--- config.mk ---
export PLATFORM = sky130hd
export DESIGN_NAME = mux_nto1_seq
export DESIGN_NICKNAME = d
export VERILOG_FILES = /design/src/rtl/mux_nto1_pkg.sv /design/src/rtl/mux_scan_ctr.sv /design/src/rtl/mux_nto1_seq.sv
export SDC_FILE = /design/constraint.sdc
export NUM_CORES = 1
export LEC_CHECK = 0
export CAP_MARGIN = 30
export CORE_MARGIN = 3
export CORE_UTILIZATION = 33
export CTS_CLUSTER_DIAMETER = 80
export DETAILED_ROUTE_END_ITERATION = 12
export PLACE_DENSITY = 0.78
export SLEW_MARGIN = 20
export SYNTH_ARGS = -nofsm -noshare
export SYNTH_HDL_FRONTEND = slang
export SYNTH_SLANG_ARGS = --single-unit
--- constraint.sdc ---
create_clock -name clk -period 2.3 [get_ports clk]
set_input_delay 0.345 -clock clk [delete_from_list [all_inputs] [get_ports clk]]
set_output_delay 0.345 -clock clk [all_outputs]
set_load 0.005 [all_outputs]
--- src/rtl/mux_nto1_pkg.sv ---
// mux_nto1_pkg -- shared types and helpers for the N:1 registered multiplexer.
//   state_t     : controller states (IDLE, SCAN, STALL)
//   sel_width() : select width for an N-channel mux (at least 1 bit)
//   MODE_*      : encodings of the mode input
package mux_nto1_pkg;

   typedef enum logic [1:0] {
      IDLE  = 2'd0,
      SCAN  = 2'd1,
      STALL = 2'd2
   } state_t;

   localparam logic MODE_MANUAL = 1'b0;
   localparam logic MODE_SCAN   = 1'b1;

   function automatic int sel_width(input int n);
      return (n > 1) ? $clog2(n) : 1;
   endfunction

endpackage

--- src/rtl/mux_scan_ctr.sv ---
// mux_scan_ctr -- dwell counter plus wrapping channel pointer for scan mode.
//   clk, rst : clock, synchronous active-high reset (ptr=0, count=0)
//   en       : counting active this cycle
//   freeze   : hold counter and pointer even though en is high
//   clr      : clear the dwell counter (pointer keeps its value)
//   ptr      : channel currently being dwelt on
//   terminal : the dwell counter has reached DWELL-1
// On an enabled, unfrozen terminal cycle the counter clears and the pointer
// advances, wrapping from N-1 to 0.
module mux_scan_ctr
   import mux_nto1_pkg::*;
#(
   parameter  int N     = 16,
   parameter  int DWELL = 4,
   localparam int SELW  = sel_width(N)
) (
   input  logic            clk,
   input  logic            rst,
   input  logic            en,
   input  logic            freeze,
   input  logic            clr,
   output logic [SELW-1:0] ptr,
   output logic            terminal
);

   localparam int CW = (DWELL > 1) ? $clog2(DWELL) : 1;
   localparam logic [CW-1:0]   CNT_LAST = CW'(DWELL - 1);
   localparam logic [SELW-1:0] PTR_LAST = SELW'(N - 1);

   logic [CW-1:0] cnt;

   assign terminal = (cnt == CNT_LAST);

   // NOTE: state registers use non-blocking assignments so every flop samples
   // the pre-edge values; blocking here would create order-dependent races.
   always_ff @(posedge clk) begin
      if (rst) begin
         cnt <= '0;
         ptr <= '0;
      end else if (clr) begin
         cnt <= '0;
      end else if (en && !freeze) begin
         if (terminal) begin
            cnt <= '0;
            ptr <= (ptr == PTR_LAST) ? '0 : ptr + 1'b1;
         end else begin
            cnt <= cnt + 1'b1;
         end
      end
   end

endmodule

--- src/rtl/mux_nto1_seq.sv ---
// mux_nto1_seq -- N-channel, W-bit registered multiplexer with valid/ready output.
//   clk, rst       : clock, synchronous active-high reset
//   in_bus         : N flattened channels, channel k at in_bus[k*W +: W]
//   mode           : 0 = manual select, 1 = round-robin scan
//   sel, sel_load  : manual channel request (dropped if sel >= N or !sel_ready)
//   sel_ready      : a manual request can be accepted this cycle
//   out_data/out_ch/out_valid, out_ready : registered output stream
// Optional (macro MUX_PARITY_EN):
//   out_par        : registered XOR of out_data
//   in_par_err_inj : invert the stored parity on the capturing cycle
module mux_nto1_seq
   import mux_nto1_pkg::*;
#(
   parameter  int N     = 16,
   parameter  int W     = 8,
   parameter  int DWELL = 4,
   localparam int SELW  = sel_width(N)
) (
   input  logic            clk,
   input  logic            rst,
   input  logic [N*W-1:0]  in_bus,
   input  logic            mode,
   input  logic [SELW-1:0] sel,
   input  logic            sel_load,
   output logic            sel_ready,
   output logic [W-1:0]    out_data,
   output logic [SELW-1:0] out_ch,
   output logic            out_valid,
   input  logic            out_ready
`ifdef MUX_PARITY_EN
   ,
   output logic            out_par,
   input  logic            in_par_err_inj
`endif
);

   localparam int NSLOT = 2 ** SELW;
   localparam logic [SELW:0] SEL_LIMIT = (SELW + 1)'(N);

   state_t          state, state_nxt;
   logic            permit, sel_ok;
   logic            cap_manual, cap_scan, capture;
   logic            ctr_en, ctr_clr, ctr_freeze, terminal;
   logic [SELW-1:0] ptr, cap_idx;
   logic [W-1:0]    cap_data;
   logic [W-1:0]    chan [NSLOT];

   // Unpack into a power-of-two array so any select value indexes in range;
   // the unused slots are never captured because sel_ok filters them.
   for (genvar k = 0; k < NSLOT; k++) begin : g_chan
      if (k < N) begin : g_used
         assign chan[k] = in_bus[k*W +: W];
      end else begin : g_pad
         assign chan[k] = '0;
      end
   end

   assign permit    = !out_valid || out_ready;
   assign sel_ready = permit;
   assign sel_ok    = ({1'b0, sel} < SEL_LIMIT);
   assign capture   = cap_manual || cap_scan;
   assign cap_idx   = (state == IDLE) ? sel : ptr;
   assign cap_data  = chan[cap_idx];
   // Only a terminal cycle that cannot capture freezes; in STALL the counter
   // sits at its terminal value, so this also holds it there.
   assign ctr_freeze = terminal && !permit;

   mux_scan_ctr #(.N(N), .DWELL(DWELL)) u_scan_ctr (
      .clk      (clk),
      .rst      (rst),
      .en       (ctr_en),
      .freeze   (ctr_freeze),
      .clr      (ctr_clr),
      .ptr      (ptr),
      .terminal (terminal)
   );

   // NOTE: every signal driven here gets a default first, so no path through
   // the case leaves one unassigned and no latch is inferred.
   always_comb begin
      state_nxt  = state;
      cap_manual = 1'b0;
      cap_scan   = 1'b0;
      ctr_en     = 1'b0;
      ctr_clr    = 1'b0;
      unique case (state)
         IDLE: begin
            ctr_clr = 1'b1;
            if (mode == MODE_SCAN) begin
               state_nxt = SCAN;
            end else if (sel_load && permit && sel_ok) begin
               cap_manual = 1'b1;
            end
         end
         SCAN: begin
            if (mode == MODE_MANUAL) begin
               state_nxt = IDLE;
            end else begin
               ctr_en = 1'b1;
               if (terminal) begin
                  if (permit) cap_scan  = 1'b1;
                  else        state_nxt = STALL;
               end
            end
         end
         STALL: begin
            if (mode == MODE_MANUAL) begin
               state_nxt = IDLE;
            end else begin
               ctr_en = 1'b1;
               if (permit) begin
                  cap_scan  = 1'b1;
                  state_nxt = SCAN;
               end
            end
         end
         default: state_nxt = IDLE;
      endcase
   end

   // NOTE: reset is synchronous, so rst is just the highest-priority branch
   // inside the clocked block; no reset term appears in the sensitivity list.
   always_ff @(posedge clk) begin
      if (rst) begin
         state     <= IDLE;
         out_data  <= '0;
         out_ch    <= '0;
         out_valid <= 1'b0;
      end else begin
         state <= state_nxt;
         if (capture) begin
            out_data  <= cap_data;
            out_ch    <= cap_idx;
            out_valid <= 1'b1;
         end else if (out_ready) begin
            out_valid <= 1'b0;
         end
      end
   end

`ifdef MUX_PARITY_EN
   always_ff @(posedge clk) begin
      if (rst)          out_par <= 1'b0;
      else if (capture) out_par <= (^cap_data) ^ in_par_err_inj;
   end
`endif

endmodule

==> run metrics, run 1 <==
Total Routing Usage GR 22.7%; HP Class register to register; Most Frequent Cell on Critical Path buf_4; clk_lat worst skew 0.26 ns; vias per cell 5.56; Synth area leaders dfxtp_1, mux2i_1, nand2_1; DIE AREA 7730 um^2; Post-Route WL 9290 um; CP max-delay cell a311oi_1; largest net degree at the start of global routing 24; antenna violations before repair 0; first-pass GRT wire length 13900 um; crit path launch type register; LEAKAGE roughly 0.0016 uW; post-synth top area share 19.0%; Reg area 422 um^2; most common cell after layout, fill and taps aside clkdlybuf4s50_1; failing checks setup timing; post-synthesis adder-cell area fraction 3.39%; status finished with violations; Placer Congestion 0.900; maximum fanout along the worst path 11; Synth Flop Type dfxtp_1; num rows 29; Reg clk slew, reported paths approximately 0.080 ns; RSZ-0062 raised after global routing true; proportion of synthesized area in mux cells 27.5%; clock sink count 21; FILL cells 584; Synth warnings 0; critical path arrival 2.49 ns; chip height 87.9 um; post-place setup slack -0.323 ns; Max Fclk 424 MHz; CTS tree done; register bit total from synthesis 21; Post-synth EDFFs 0; DR WL/cell 18.1 um; effective utilization at floorplan about a third; Die Wd 87.9 um; vias in the first global route 2981; total gr overflow 0; WS Path Type register to register; Fin. Hold Viols 0; area occupied by multi-input gates 1730 um^2; Final Cycle Share 102%; Syn Area/Cell 8.11 um^2; initial DRC count ~240; cells after synthesis 273; nets 579; Compound-Gate Fraction of Synth Area 23.2%; worst setup path start state[0]$_SDFFE_PP0P_; total negative slack -0.0571 ns; Inserted Clock Buffers 3; Buf/Inv on CP 4; n_diodes 0; ANT nets after route 0; Max Cap Viol 0; Synth area leader dfxtp_1; min cycle time layout 2.36 ns; Synth Cell Area 2210 um^2; IO buf count 150; drc violations 0; worst clock skew ~0.0053 ns; Synth Area in XOR/XNOR less than 1%; maximum clock path buffer count 2; post-synthesis sequential area ratio 19.0%; reg2reg start state[0]$_SDFFE_PP0P_; maximum vdd drop 0.196 mV; DRT Pass-1 Iters 4; Cell Pwr Density 443 nW/um^2; WP data required 2.44 ns; Synth Net Count 416; commonest non-fill, non-tap cells in the layout clkdlybuf4s50_1, nand2_1, mux2i_1, nor2_1, a21oi_1; Final Slew Violations 0; Yosys cell types 45; hold buffers post-CTS 0; Simple-Gate Fraction of Synth Area roughly a fifth; largest family of logic cells by synthesized area multiplexers; min-delay src out_data[3]$_SDFFE_PP0P_; via count 2847; Critical Path Max Stage Delay between 0.3 and 0.4 ns; Worst-Margin Slew 0.870 ns; Crit. End Element register; io pins 151; Slew headroom 41.6%; final setup margin -0.0571 ns; clk root buf clkbuf_8; post-DP HPWL between 7000 and 8000 um; CP Cell Sequence inv_1, ha_4, mux2i_4, buf_4, clkbuf_16, o21ai_1, buf_4, o22ai_1, a2111oi_2, a311oi_1; H-tree depth 1; critical path's top delay family compound AO/OA/AOI/OAI gates; Final Setup Violations 1; share of layout cells above drive strength 1 between 10% and 20%; layout overhead on the synthesized area 83.3%; ys async rst share 0%; Placeable Area 6420 um^2
-- tightest hold or removal path, cell delays in order (launching register included) --
cell      delay [ns]
dfxtp_1         0.31
nor2_1          0.09
a311oi_1        0.05
-- where the power goes --
| part | total (uW) | leakage, uW | switching (uW) | internal, uW |
|---|---|---|---|---|
| clock network | 245 | 0.0000255 | 125 | 121 |
| registers | 412 | 0.000172 | 17.1 | 395 |
| logic | 1140 | 0.00141 | 500 | 639 |
| total | 1800 | 0.00161 | 642 | 1160 |
-- synthesized netlist by cell type (2+ instances only) --
master / n
a31oi_1: 2
nand2_1: 44
nand3b_1: 4
a211oi_1: 5
nor3b_1: 2
o211ai_1: 2
a21oi_1: 22
nor2b_1: 3
o21ai_1: 3
a2111oi_0: 7
nor2_1: 24
o22ai_1: 16
mux4_2: 7
nand3_1: 2
buf_6: 4
inv_1: 6
mux2i_1: 38
o21ai_2: 2
ha_1: 6
buf_4: 2
o21ai_0: 6
nand2b_1: 4
dfxtp_1: 21
a311oi_1: 7
and3b_1: 2
clkbuf_1: 6
mux2i_4: 2
buf_2: 3
nor3_1: 5
-- area by class of cell --
class                           instances  share of cell area, %
Inverter                                6                  0.555
Clock inverter                          1                  0.123
Multi-Input combinational cell        229                   42.5
Timing Repair Buffer                  175                   43.1
Sequential cell                        21                   10.4
Tap cell                               77                   2.37
Clock buffer                            3                   1.02
-- sequential cells by signal, indices dropped and copies added, names as in the netlist --
register        count
state               2
u_scan_ctr.cnt      2
u_scan_ctr.ptr      4
out_valid           1
out_ch              4
out_data            8
-- per-layer routing --
layer	up-vias	track usage (%)	routed length (um)	share of wire, %
met5	-	0	0	0
met4	0	5.86	214	2.3
met3	27	5.93	841	9.1
met2	172	43.3	4910	53
met1	1288	24.7	3320	36
li1	1360	-	-	-
-- stage by stage --
step / hold WS (ns) / total power, uW / cells / util, % / cell area (um^2)
floorplan: 0.485 / 977 / 273 / - / 2210
global placement: 0.487 / 1440 / 505 / 60.7 / 3900
detailed placement: 0.495 / 1450 / 505 / 60.7 / 3900
CTS: 0.507 / 1730 / 509 / 62.0 / 3980
global route: 0.529 / 1910 / 512 / 63.2 / 4060
finish: 0.502 / 1800 / 512 / 63.2 / 4060
-- final timing paths --
kind                               to  slack (ns)  depth (start not counted)
max          out_data[6]$_SDFFE_PP0P_       -0.06                         10
min          out_data[3]$_SDFFE_PP0P_        0.50                          2
max reg2reg  out_data[6]$_SDFFE_PP0P_       -0.06                         10
min reg2reg  out_data[3]$_SDFFE_PP0P_        0.50                          2
-- logic make-up (layout without fill, tap and decap cells) --
family,Yosys count,after routing
xor+xnor,1,1
mux,49,49
flops,21,21
fa+ha+maj,6,6
compound gates,78,78
buf+inv,23,185
simple gates,95,95
-- what timing repair did --
item,4_1_cts,5_1_grt
pin swaps,0,7
resized for setup,14,8
setup buffers,0,2
setup endpoints to repair,7,7
gates cloned,0,1
Note: power is estimated with default switching activity, not from simulation.
==> run 2, diff against run 1 <==
--- a/config.mk
+++ b/config.mk
@@ -8,8 +8,9 @@
 export CAP_MARGIN = 30
 export CORE_MARGIN = 3
 export CORE_UTILIZATION = 33
-export CTS_CLUSTER_DIAMETER = 80
+export CTS_CLUSTER_DIAMETER = 30
 export DETAILED_ROUTE_END_ITERATION = 12
+export HOLD_SLACK_MARGIN = 0.12
 export PLACE_DENSITY = 0.78
 export SLEW_MARGIN = 20
 export SYNTH_ARGS = -nofsm -noshare
==> results of run 2 <==
The final DEF is identical to that of run 1; final timing and power are the same.
